## src/rtl/cv32e40x_pkg.sv

```systemverilog
`default_nettype none
// ============================================================================
// Module   : cv32e40x_pkg
// Purpose  : Shared constants and types for the XIF AES32 result queue.
// Revision : 1.0 - initial release
// ============================================================================
package cv32e40x_pkg;

  // AES32 instructions live in the custom-1 major opcode space
  localparam logic [6:0] c_aes32_opcode     = 7'b0101011;

  // funct5 field [29:25] selecting the AES32 flavour
  localparam logic [4:0] c_funct5_aes32esi  = 5'b10001;
  localparam logic [4:0] c_funct5_aes32esmi = 5'b10011;
  localparam logic [4:0] c_funct5_aes32dsi  = 5'b10101;
  localparam logic [4:0] c_funct5_aes32dsmi = 5'b10111;

  // Slot ID storage is sized for the widest legal XIF ID; narrower IDs are
  // zero-extended so comparisons stay full-width.
  localparam int unsigned c_slot_id_width = 32;

  typedef struct packed {
    logic [c_slot_id_width-1:0] id;
    logic [4:0]                 rd;
    logic [31:0]                data;
    logic                       committed;
    logic                       killed;
  } aes_slot_t;

endpackage
`default_nettype wire

```

## src/rtl/riscv_crypto_fu_saes32.sv

```systemverilog
`default_nettype none
// ============================================================================
// Module   : riscv_crypto_fu_saes32
// Purpose  : Combinational AES32 single-byte round step (encrypt/decrypt,
//            with or without MixColumns) as used by the Zkne/Zknd AES32 ops.
// Revision : 1.0 - initial release
// ============================================================================
module riscv_crypto_fu_saes32 #(
  parameter int SAES_DEC_EN = 1
) (
  input  logic        valid,
  input  logic [31:0] rs1,
  input  logic [31:0] rs2,
  input  logic [1:0]  bs,
  input  logic        op_saes32_encs,
  input  logic        op_saes32_encsm,
  input  logic        op_saes32_decs,
  input  logic        op_saes32_decsm,
  output logic [31:0] rd,
  output logic        ready
);

  // Multiply by x in GF(2^8) modulo the AES polynomial
  function automatic logic [7:0] gf_xtime(input logic [7:0] a);
    return {a[6:0], 1'b0} ^ (a[7] ? 8'h1b : 8'h00);
  endfunction

  function automatic logic [7:0] gf_mul(input logic [7:0] a, input logic [7:0] b);
    logic [7:0] p;
    logic [7:0] t;
    p = 8'h00;
    t = a;
    for (int i = 0; i < 8; i++) begin
      if (b[i]) p = p ^ t;
      t = gf_xtime(t);
    end
    return p;
  endfunction

  // Multiplicative inverse as a^254 (maps 0 to 0, as the S-box requires)
  function automatic logic [7:0] gf_inv(input logic [7:0] a);
    logic [7:0] r;
    r = a;
    for (int i = 0; i < 6; i++) begin
      r = gf_mul(gf_mul(r, r), a);
    end
    return gf_mul(r, r);
  endfunction

  function automatic logic [7:0] aff_fwd(input logic [7:0] x);
    return x ^ {x[6:0], x[7]} ^ {x[5:0], x[7:6]} ^ {x[4:0], x[7:5]}
             ^ {x[3:0], x[7:4]} ^ 8'h63;
  endfunction

  function automatic logic [7:0] aff_inv(input logic [7:0] b);
    return {b[6:0], b[7]} ^ {b[4:0], b[7:5]} ^ {b[1:0], b[7:2]} ^ 8'h05;
  endfunction

  logic [7:0]  w_byte;
  logic [7:0]  w_sbox_fwd;
  logic [7:0]  w_sbox_inv;
  logic [7:0]  w_x;
  logic [31:0] w_mix;
  logic [31:0] w_rot;
  logic        w_enc;
  logic        w_dec;

  assign w_enc      = op_saes32_encs | op_saes32_encsm;
  assign w_dec      = op_saes32_decs | op_saes32_decsm;
  assign w_sbox_fwd = aff_fwd(gf_inv(w_byte));

  if (SAES_DEC_EN != 0) begin : g_dec
    assign w_sbox_inv = gf_inv(aff_inv(w_byte));
  end else begin : g_no_dec
    assign w_sbox_inv = 8'h00;
  end

  assign w_x = w_enc ? w_sbox_fwd : (w_dec ? w_sbox_inv : 8'h00);

  // Pick the rs2 byte addressed by bs
  always_comb begin
    case (bs)
      2'd0:    w_byte = rs2[7:0];
      2'd1:    w_byte = rs2[15:8];
      2'd2:    w_byte = rs2[23:16];
      default: w_byte = rs2[31:24];
    endcase
  end

  // Expand the substituted byte into a column, with optional MixColumns
  always_comb begin
    w_mix = {24'h000000, w_x};
    if (op_saes32_encsm) begin
      w_mix = {gf_mul(w_x, 8'h03), w_x, w_x, gf_mul(w_x, 8'h02)};
    end else if (op_saes32_decsm) begin
      w_mix = {gf_mul(w_x, 8'h0b), gf_mul(w_x, 8'h0d),
               gf_mul(w_x, 8'h09), gf_mul(w_x, 8'h0e)};
    end
  end

  // Rotate the column back into the byte lane it came from
  always_comb begin
    case (bs)
      2'd0:    w_rot = w_mix;
      2'd1:    w_rot = {w_mix[23:0], w_mix[31:24]};
      2'd2:    w_rot = {w_mix[15:0], w_mix[31:16]};
      default: w_rot = {w_mix[7:0],  w_mix[31:8]};
    endcase
  end

  assign rd    = valid ? (rs1 ^ w_rot) : 32'h0000_0000;
  assign ready = valid;

endmodule
`default_nettype wire

```

## src/rtl/cv32e40x_xif_aes_queue.sv

```systemverilog
`default_nettype none
// ============================================================================
// Module   : cv32e40x_xif_aes_queue
// Purpose  : XIF coprocessor for AES32 ops. Results are computed at issue
//            and held in an in-order queue until commit; killed entries are
//            dropped silently, committed ones are returned in order.
// Revision : 1.0 - initial release
// ============================================================================
module cv32e40x_xif_aes_queue
  import cv32e40x_pkg::*;
#(
  parameter int unsigned X_ID_WIDTH  = 4,
  parameter int unsigned X_RFR_WIDTH = 32,
  parameter int unsigned DEPTH       = 4
) (
  input  logic                     clk_i,
  input  logic                     rst_n,
  input  logic                     issue_valid_i,
  output logic                     issue_ready_o,
  input  logic [31:0]              issue_instr_i,
  input  logic [X_ID_WIDTH-1:0]    issue_id_i,
  input  logic [2*X_RFR_WIDTH-1:0] issue_rs_i,
  input  logic [1:0]               issue_rs_valid_i,
  output logic                     issue_accept_o,
  output logic                     issue_writeback_o,
  input  logic                     commit_valid_i,
  input  logic [X_ID_WIDTH-1:0]    commit_id_i,
  input  logic                     commit_kill_i,
  output logic                     result_valid_o,
  input  logic                     result_ready_i,
  output logic [X_ID_WIDTH-1:0]    result_id_o,
  output logic [X_RFR_WIDTH-1:0]   result_data_o,
  output logic [4:0]               result_rd_o,
  output logic                     result_we_o
);

  localparam int unsigned      PTR_W       = $clog2(DEPTH);
  localparam logic [PTR_W:0]   c_depth     = (PTR_W+1)'(DEPTH);
  localparam logic [PTR_W:0]   c_ptr_one   = (PTR_W+1)'(1);

  aes_slot_t                   r_slots [DEPTH];
  logic [PTR_W:0]              r_head;
  logic [PTR_W:0]              r_tail;

  logic [PTR_W:0]              w_count;
  logic [DEPTH-1:0]            w_occupied;
  logic [6:0]                  w_opcode;
  logic [4:0]                  w_funct5;
  logic                        w_op_esi, w_op_esmi, w_op_dsi, w_op_dsmi;
  logic                        w_is_aes;
  logic                        w_accept;
  logic                        w_push;
  logic                        w_pop;
  logic                        w_present;
  logic                        w_drop;
  logic [31:0]                 w_aes_result;
  logic                        w_aes_ready;
  logic [c_slot_id_width-1:0]  w_issue_id_ext;
  logic [c_slot_id_width-1:0]  w_commit_id_ext;
  logic                        w_commit_new;
  aes_slot_t                   w_new_slot;
  aes_slot_t                   w_head_slot;
  logic                        w_unused_instr;

  // ---------------------------------------------------------------- decode
  assign w_opcode  = issue_instr_i[6:0];
  assign w_funct5  = issue_instr_i[29:25];
  assign w_op_esi  = (w_opcode == c_aes32_opcode) && (w_funct5 == c_funct5_aes32esi);
  assign w_op_esmi = (w_opcode == c_aes32_opcode) && (w_funct5 == c_funct5_aes32esmi);
  assign w_op_dsi  = (w_opcode == c_aes32_opcode) && (w_funct5 == c_funct5_aes32dsi);
  assign w_op_dsmi = (w_opcode == c_aes32_opcode) && (w_funct5 == c_funct5_aes32dsmi);
  assign w_is_aes  = w_op_esi | w_op_esmi | w_op_dsi | w_op_dsmi;

  // Register-index and funct3 fields carry no information for this unit
  assign w_unused_instr = ^issue_instr_i[24:12];

  // ------------------------------------------------------------- occupancy
  assign w_count       = r_tail - r_head;
  // Ready looks only at registered occupancy, so a pop this cycle never frees a slot early
  assign issue_ready_o = (w_count < c_depth);

  for (genvar gi = 0; gi < DEPTH; gi++) begin : g_occ
    logic [PTR_W-1:0] w_off;
    assign w_off          = PTR_W'(gi) - r_head[PTR_W-1:0];
    assign w_occupied[gi] = ({1'b0, w_off} < w_count);
  end

  // Gate with rst_n so the handshake outputs are quiet while reset is held
  assign w_accept          = rst_n & issue_valid_i & issue_ready_o & w_is_aes
                             & (&issue_rs_valid_i);
  assign issue_accept_o    = w_accept;
  assign issue_writeback_o = w_accept;

  // ------------------------------------------------------- AES computation
  riscv_crypto_fu_saes32 #(
    .SAES_DEC_EN (1)
  ) u_saes32 (
    .valid           (w_accept),
    .rs1             (issue_rs_i[X_RFR_WIDTH-1:0]),
    .rs2             (issue_rs_i[2*X_RFR_WIDTH-1:X_RFR_WIDTH]),
    .bs              (issue_instr_i[31:30]),
    .op_saes32_encs  (w_op_esi),
    .op_saes32_encsm (w_op_esmi),
    .op_saes32_decs  (w_op_dsi),
    .op_saes32_decsm (w_op_dsmi),
    .rd              (w_aes_result),
    .ready           (w_aes_ready)
  );

  assign w_push = w_accept & w_aes_ready;

  // Zero-extend IDs to the slot ID width and build the entry being enqueued
  always_comb begin
    w_issue_id_ext                    = '0;
    w_issue_id_ext[X_ID_WIDTH-1:0]    = issue_id_i;
    w_commit_id_ext                   = '0;
    w_commit_id_ext[X_ID_WIDTH-1:0]   = commit_id_i;
    // A commit arriving with its own issue is folded straight into the new slot
    w_commit_new                      = commit_valid_i && (commit_id_i == issue_id_i);
    w_new_slot                        = '0;
    w_new_slot.id                     = w_issue_id_ext;
    w_new_slot.rd                     = issue_instr_i[11:7];
    w_new_slot.data                   = w_aes_result;
    w_new_slot.committed              = w_commit_new;
    w_new_slot.killed                 = w_commit_new & commit_kill_i;
  end

  // ---------------------------------------------------------- head / result
  assign w_head_slot    = r_slots[r_head[PTR_W-1:0]];
  assign w_present      = (w_count != '0) && w_head_slot.committed && !w_head_slot.killed;
  assign w_drop         = (w_count != '0) && w_head_slot.committed &&  w_head_slot.killed;
  assign w_pop          = (w_present && result_ready_i) || w_drop;

  assign result_valid_o = w_present;
  assign result_we_o    = w_present;
  assign result_id_o    = w_head_slot.id[X_ID_WIDTH-1:0];
  assign result_data_o  = w_head_slot.data;
  assign result_rd_o    = w_head_slot.rd;

  // Slot storage, commit marking and pointer movement
  always_ff @(posedge clk_i or negedge rst_n) begin
    if (!rst_n) begin
      r_head <= '0;
      r_tail <= '0;
      for (int i = 0; i < DEPTH; i++) begin
        r_slots[i] <= '0;
      end
    end else begin
      for (int i = 0; i < DEPTH; i++) begin
        if (commit_valid_i && w_occupied[i] && (r_slots[i].id == w_commit_id_ext)) begin
          r_slots[i].committed <= 1'b1;
          if (commit_kill_i) r_slots[i].killed <= 1'b1;
        end
      end
      // The tail slot is never occupied, so it cannot collide with a commit update
      if (w_push) begin
        r_slots[r_tail[PTR_W-1:0]] <= w_new_slot;
        r_tail                     <= r_tail + c_ptr_one;
      end
      if (w_pop) begin
        r_head <= r_head + c_ptr_one;
      end
    end
  end

endmodule
`default_nettype wire
```

## config.mk

```make
export PLATFORM = sky130hd
export DESIGN_NAME = cv32e40x_xif_aes_queue
export DESIGN_NICKNAME = d
export VERILOG_FILES = /design/src/rtl/cv32e40x_pkg.sv /design/src/rtl/riscv_crypto_fu_saes32.sv /design/src/rtl/cv32e40x_xif_aes_queue.sv
export SDC_FILE = /design/constraint.sdc
export NUM_CORES = 2
export LEC_CHECK = 0
export BUFFER_PORTS_ARGS = -buffer_cell sky130_fd_sc_hd__buf_4
export CAP_MARGIN = 20
export CORE_MARGIN = 2
export CORE_UTILIZATION = 55
export CTS_CLUSTER_DIAMETER = 60
export DETAILED_ROUTE_END_ITERATION = 12
export PLACE_DENSITY = 0.72
export SLEW_MARGIN = 20
export SYNTH_ARGS = -nofsm -noshare
export SYNTH_HDL_FRONTEND = slang
export SYNTH_SLANG_ARGS = --single-unit
```

## constraint.sdc

```tcl
create_clock -name clk_i -period 3.9 [get_ports clk_i]
set_input_delay 0.78 -clock clk_i [delete_from_list [all_inputs] [get_ports clk_i]]
set_output_delay 0.78 -clock clk_i [all_outputs]
set_load 0.05 [all_outputs]
```

==> summary.txt <==
Placed design
  • Final RePlAce weighted congestion: 0.990
  • DP Wirelength: 103 mm
  • Port bufs: 144
  • Cell Area, Placed: about 51,000 µm²

Status
  • Violated checks: negative setup slack
  • Status: finished, violations left

CTS
  • Clock Tree Buf Depth: 2
  • CTS tree: built
  • CTS Hold Bufs: 0
  • CTS clk-pin slew, worst paths: 0.07 ns
  • CTS buffer count: 17
  • H-tree depth: 4
  • Clk Latency, worst-skew pair: 0.46 ns
  • Clk sinks: between 150 and 200
  • Root buffer cell: clkbuf_16

Finish
  • Post-route cell area: about 57,000 µm²
  • Commonest cells after routing, fill and taps aside: buf_4, nand2_1, xnor2_1
  • Nets: 6,226
  • Commonest non-fill, non-tap cell in the layout: buf_4
  • Area Overhead vs Synth: 42.9%
  • Layout cells sized above 1: 40.0%

GRT
  • GRT Util Overall: a little under two fifths
  • Grt total ovfl: 0
  • Global-route wire length before repair: 227 mm
  • Initial antenna violation count: 5
  • Vias in the first global route: 42,600
  • Pin count of the biggest net entering global routing: about 180

Floorplan
  • Die area: 74,100 µm²
  • Rows: 98
  • Initial core utilization: between 50% and 60%
  • Core ar.: 71,400 µm²
  • Ports: between 150 and 200
  • Die Y: 272 µm
  • DIE WIDTH: 272 µm

Worst setup path
  • Crit path capture type: flip-flop
  • Critical path class: in2reg
  • Most frequent cell on the critical path: buf_4
  • WP data arrival: 22.89 ns
  • Worst path required time: between 4 and 5 ns
  • Worst setup SP type: input pin
  • Max FO, Critical Path: 14
  • Slowest cell delay on critical path: slightly above 0.6 ns
  • Critical path's slowest cell: mux4_2

Synthesis
  • Sequential area share after synthesis: 11.3%
  • Distinct cells, synth: approximately 120
  • Yosys top cell area share: about 17%
  • Post-synthesis cell area: 39,600 µm²
  • Synth warn: 0
  • Synth Net Count: 4,910
  • Synth Register Bits: approximately 180
  • Post-synth top flop: dfrtp_1
  • Post-Synthesis Cells: 4,770
  • Syn avg cell area: 8.30 µm²
  • Synth area leader: xnor2_1
  • Ys async rst share: 100%
  • EDFF count, synth: 0
  • Area contributors post-synth: xnor2_1, xnor3_1, dfrtp_1

Route
  • DR DRC count: 0
  • Antenna violation net count after detailed routing: 0
  • DRT Pass-1 Iters: 9
  • Drt via density: 6.29
  • DRT iter0 DRCs: a little over 6,000
  • Final WL: between 150 and 200 mm
  • Drt wl/cell: 22.8 µm
  • Vias: 44,400

STA
  • RSZ-0062 raised after global routing: true
  • Setup WS post-layout: -18.69 ns
  • Worst-margin pin slew: slightly below 1 ns
  • Pins over their slew limit: 0
  • Fmax: about 44 MHz
  • Max-Slew Margin vs Limit: around a third
  • Final hold vios: 0
  • Crit share post-route: 579%
  • Worst Skew: 0.0108 ns
  • Final setup viols: 128
  • Tmin final: 22.59 ns

Flow run
  • Max-cap violations: 0

Min path
  • Hold Path Class: reg2reg
critical path: cells and delay by family:
| kind | cells | cell delay, ns |
|---|---|---|
| xor gates and xnor gates | 39 | 10.79 |
| AOI/OAI and AO/OA | 10 | 2.92 |
| and+or+nand+nor | 13 | 2.26 |
| adders and majority gates | 2 | 0.48 |
| buffers and inverters | 27 | 4.05 |
| muxes | 5 | 1.53 |
metal layers:
metal | routed length (µm) | track usage (%) | share of wire [%]
met2 | 73400 | 63.3 | 46
met4 | 11700 | 18.5 | 7.3
met1 | 56400 | 47.3 | 35
met5 | 69 | 0 | 0.043
met3 | 19400 | 6.97 | 12
worst paths after layout:
check                      depth (start not counted)      endpoint  slack (ns)            from
max in group asynchronous                          2     r_head[0]        2.65           rst_n
min in group asynchronous                          2  r_slots[170]        0.54           rst_n
min                                                2  r_slots[109]        0.47    r_slots[109]
min reg2reg                                        2  r_slots[109]        0.47    r_slots[109]
max                                               96   r_slots[99]      -18.69  issue_rs_i[60]
max reg2reg                                       11  r_slots[153]        0.52       r_tail[0]
sequential cells by signal, indices dropped and copies added, names as in the netlist:
signal and count:
r_tail 3, r_head 3, r_slots 172
kinds of logic after synthesis:
group | after synthesis | synth area share [%]
buf+inv | 388 | 4.31
fa+ha+maj | 29 | 0.929
xor+xnor | 1407 | 43.0
compound gates | 855 | 14.3
flops | 178 | 11.3
mux | 228 | 7.38
simple gates | 1685 | 18.8
through the flow:
step | setup TNS [ns] | util, % | setup WS, ns | hold WS [ns] | instances
after floorplan | -2368.26 | - | -18.94 | 0.433 | 4770
after global placement | -2281.05 | 71.8 | -17.95 | 0.445 | 6792
after detailed placement | -2323.87 | 71.8 | -18.31 | 0.452 | 6792
after CTS | -2172.92 | 77.0 | -17.14 | 0.471 | 6984
after global routing | -2410.98 | 79.3 | -19.25 | 0.489 | 7049
final | -2337.46 | 79.3 | -18.69 | 0.468 | 7050
Yosys cell counts, drive strengths merged (34+ instances only):
cell type and number:
nor2 528, mux4 48, xnor2 817, nand2b 45, nand3 84, buf 138
a22oi 35, xor2 321, dfrtp 178, a21oi 167, mux2i 148, and3 34
xor3 60, nand2 709, nor3 104, o22ai 61, xnor3 209, clkbuf 196
and2 34, o21ai 270, o211ai 37, inv 53
repair_timing:
action                                  CTS  global route
pin swaps                               142           119
endpoints found under the setup margin  128           128
resized for setup                       334           213
setup buffers                           163            64
gates cloned                              3             1
endpoints found under the hold margin     0             0
area by class of cell:
class	instances	area (µm²)
fillers	4183	14800
clock buffers	19	443
diodes	2	5.00
multi-input cells	4205	37100
flip-flops and latches	178	4460
well taps	950	1190
clock inverters	12	149
inverters	54	230
repair buffers	1630	13000
Power is not shown: default switching activity piles up to over one toggle a cycle in this logic, so the estimate is an artifact.
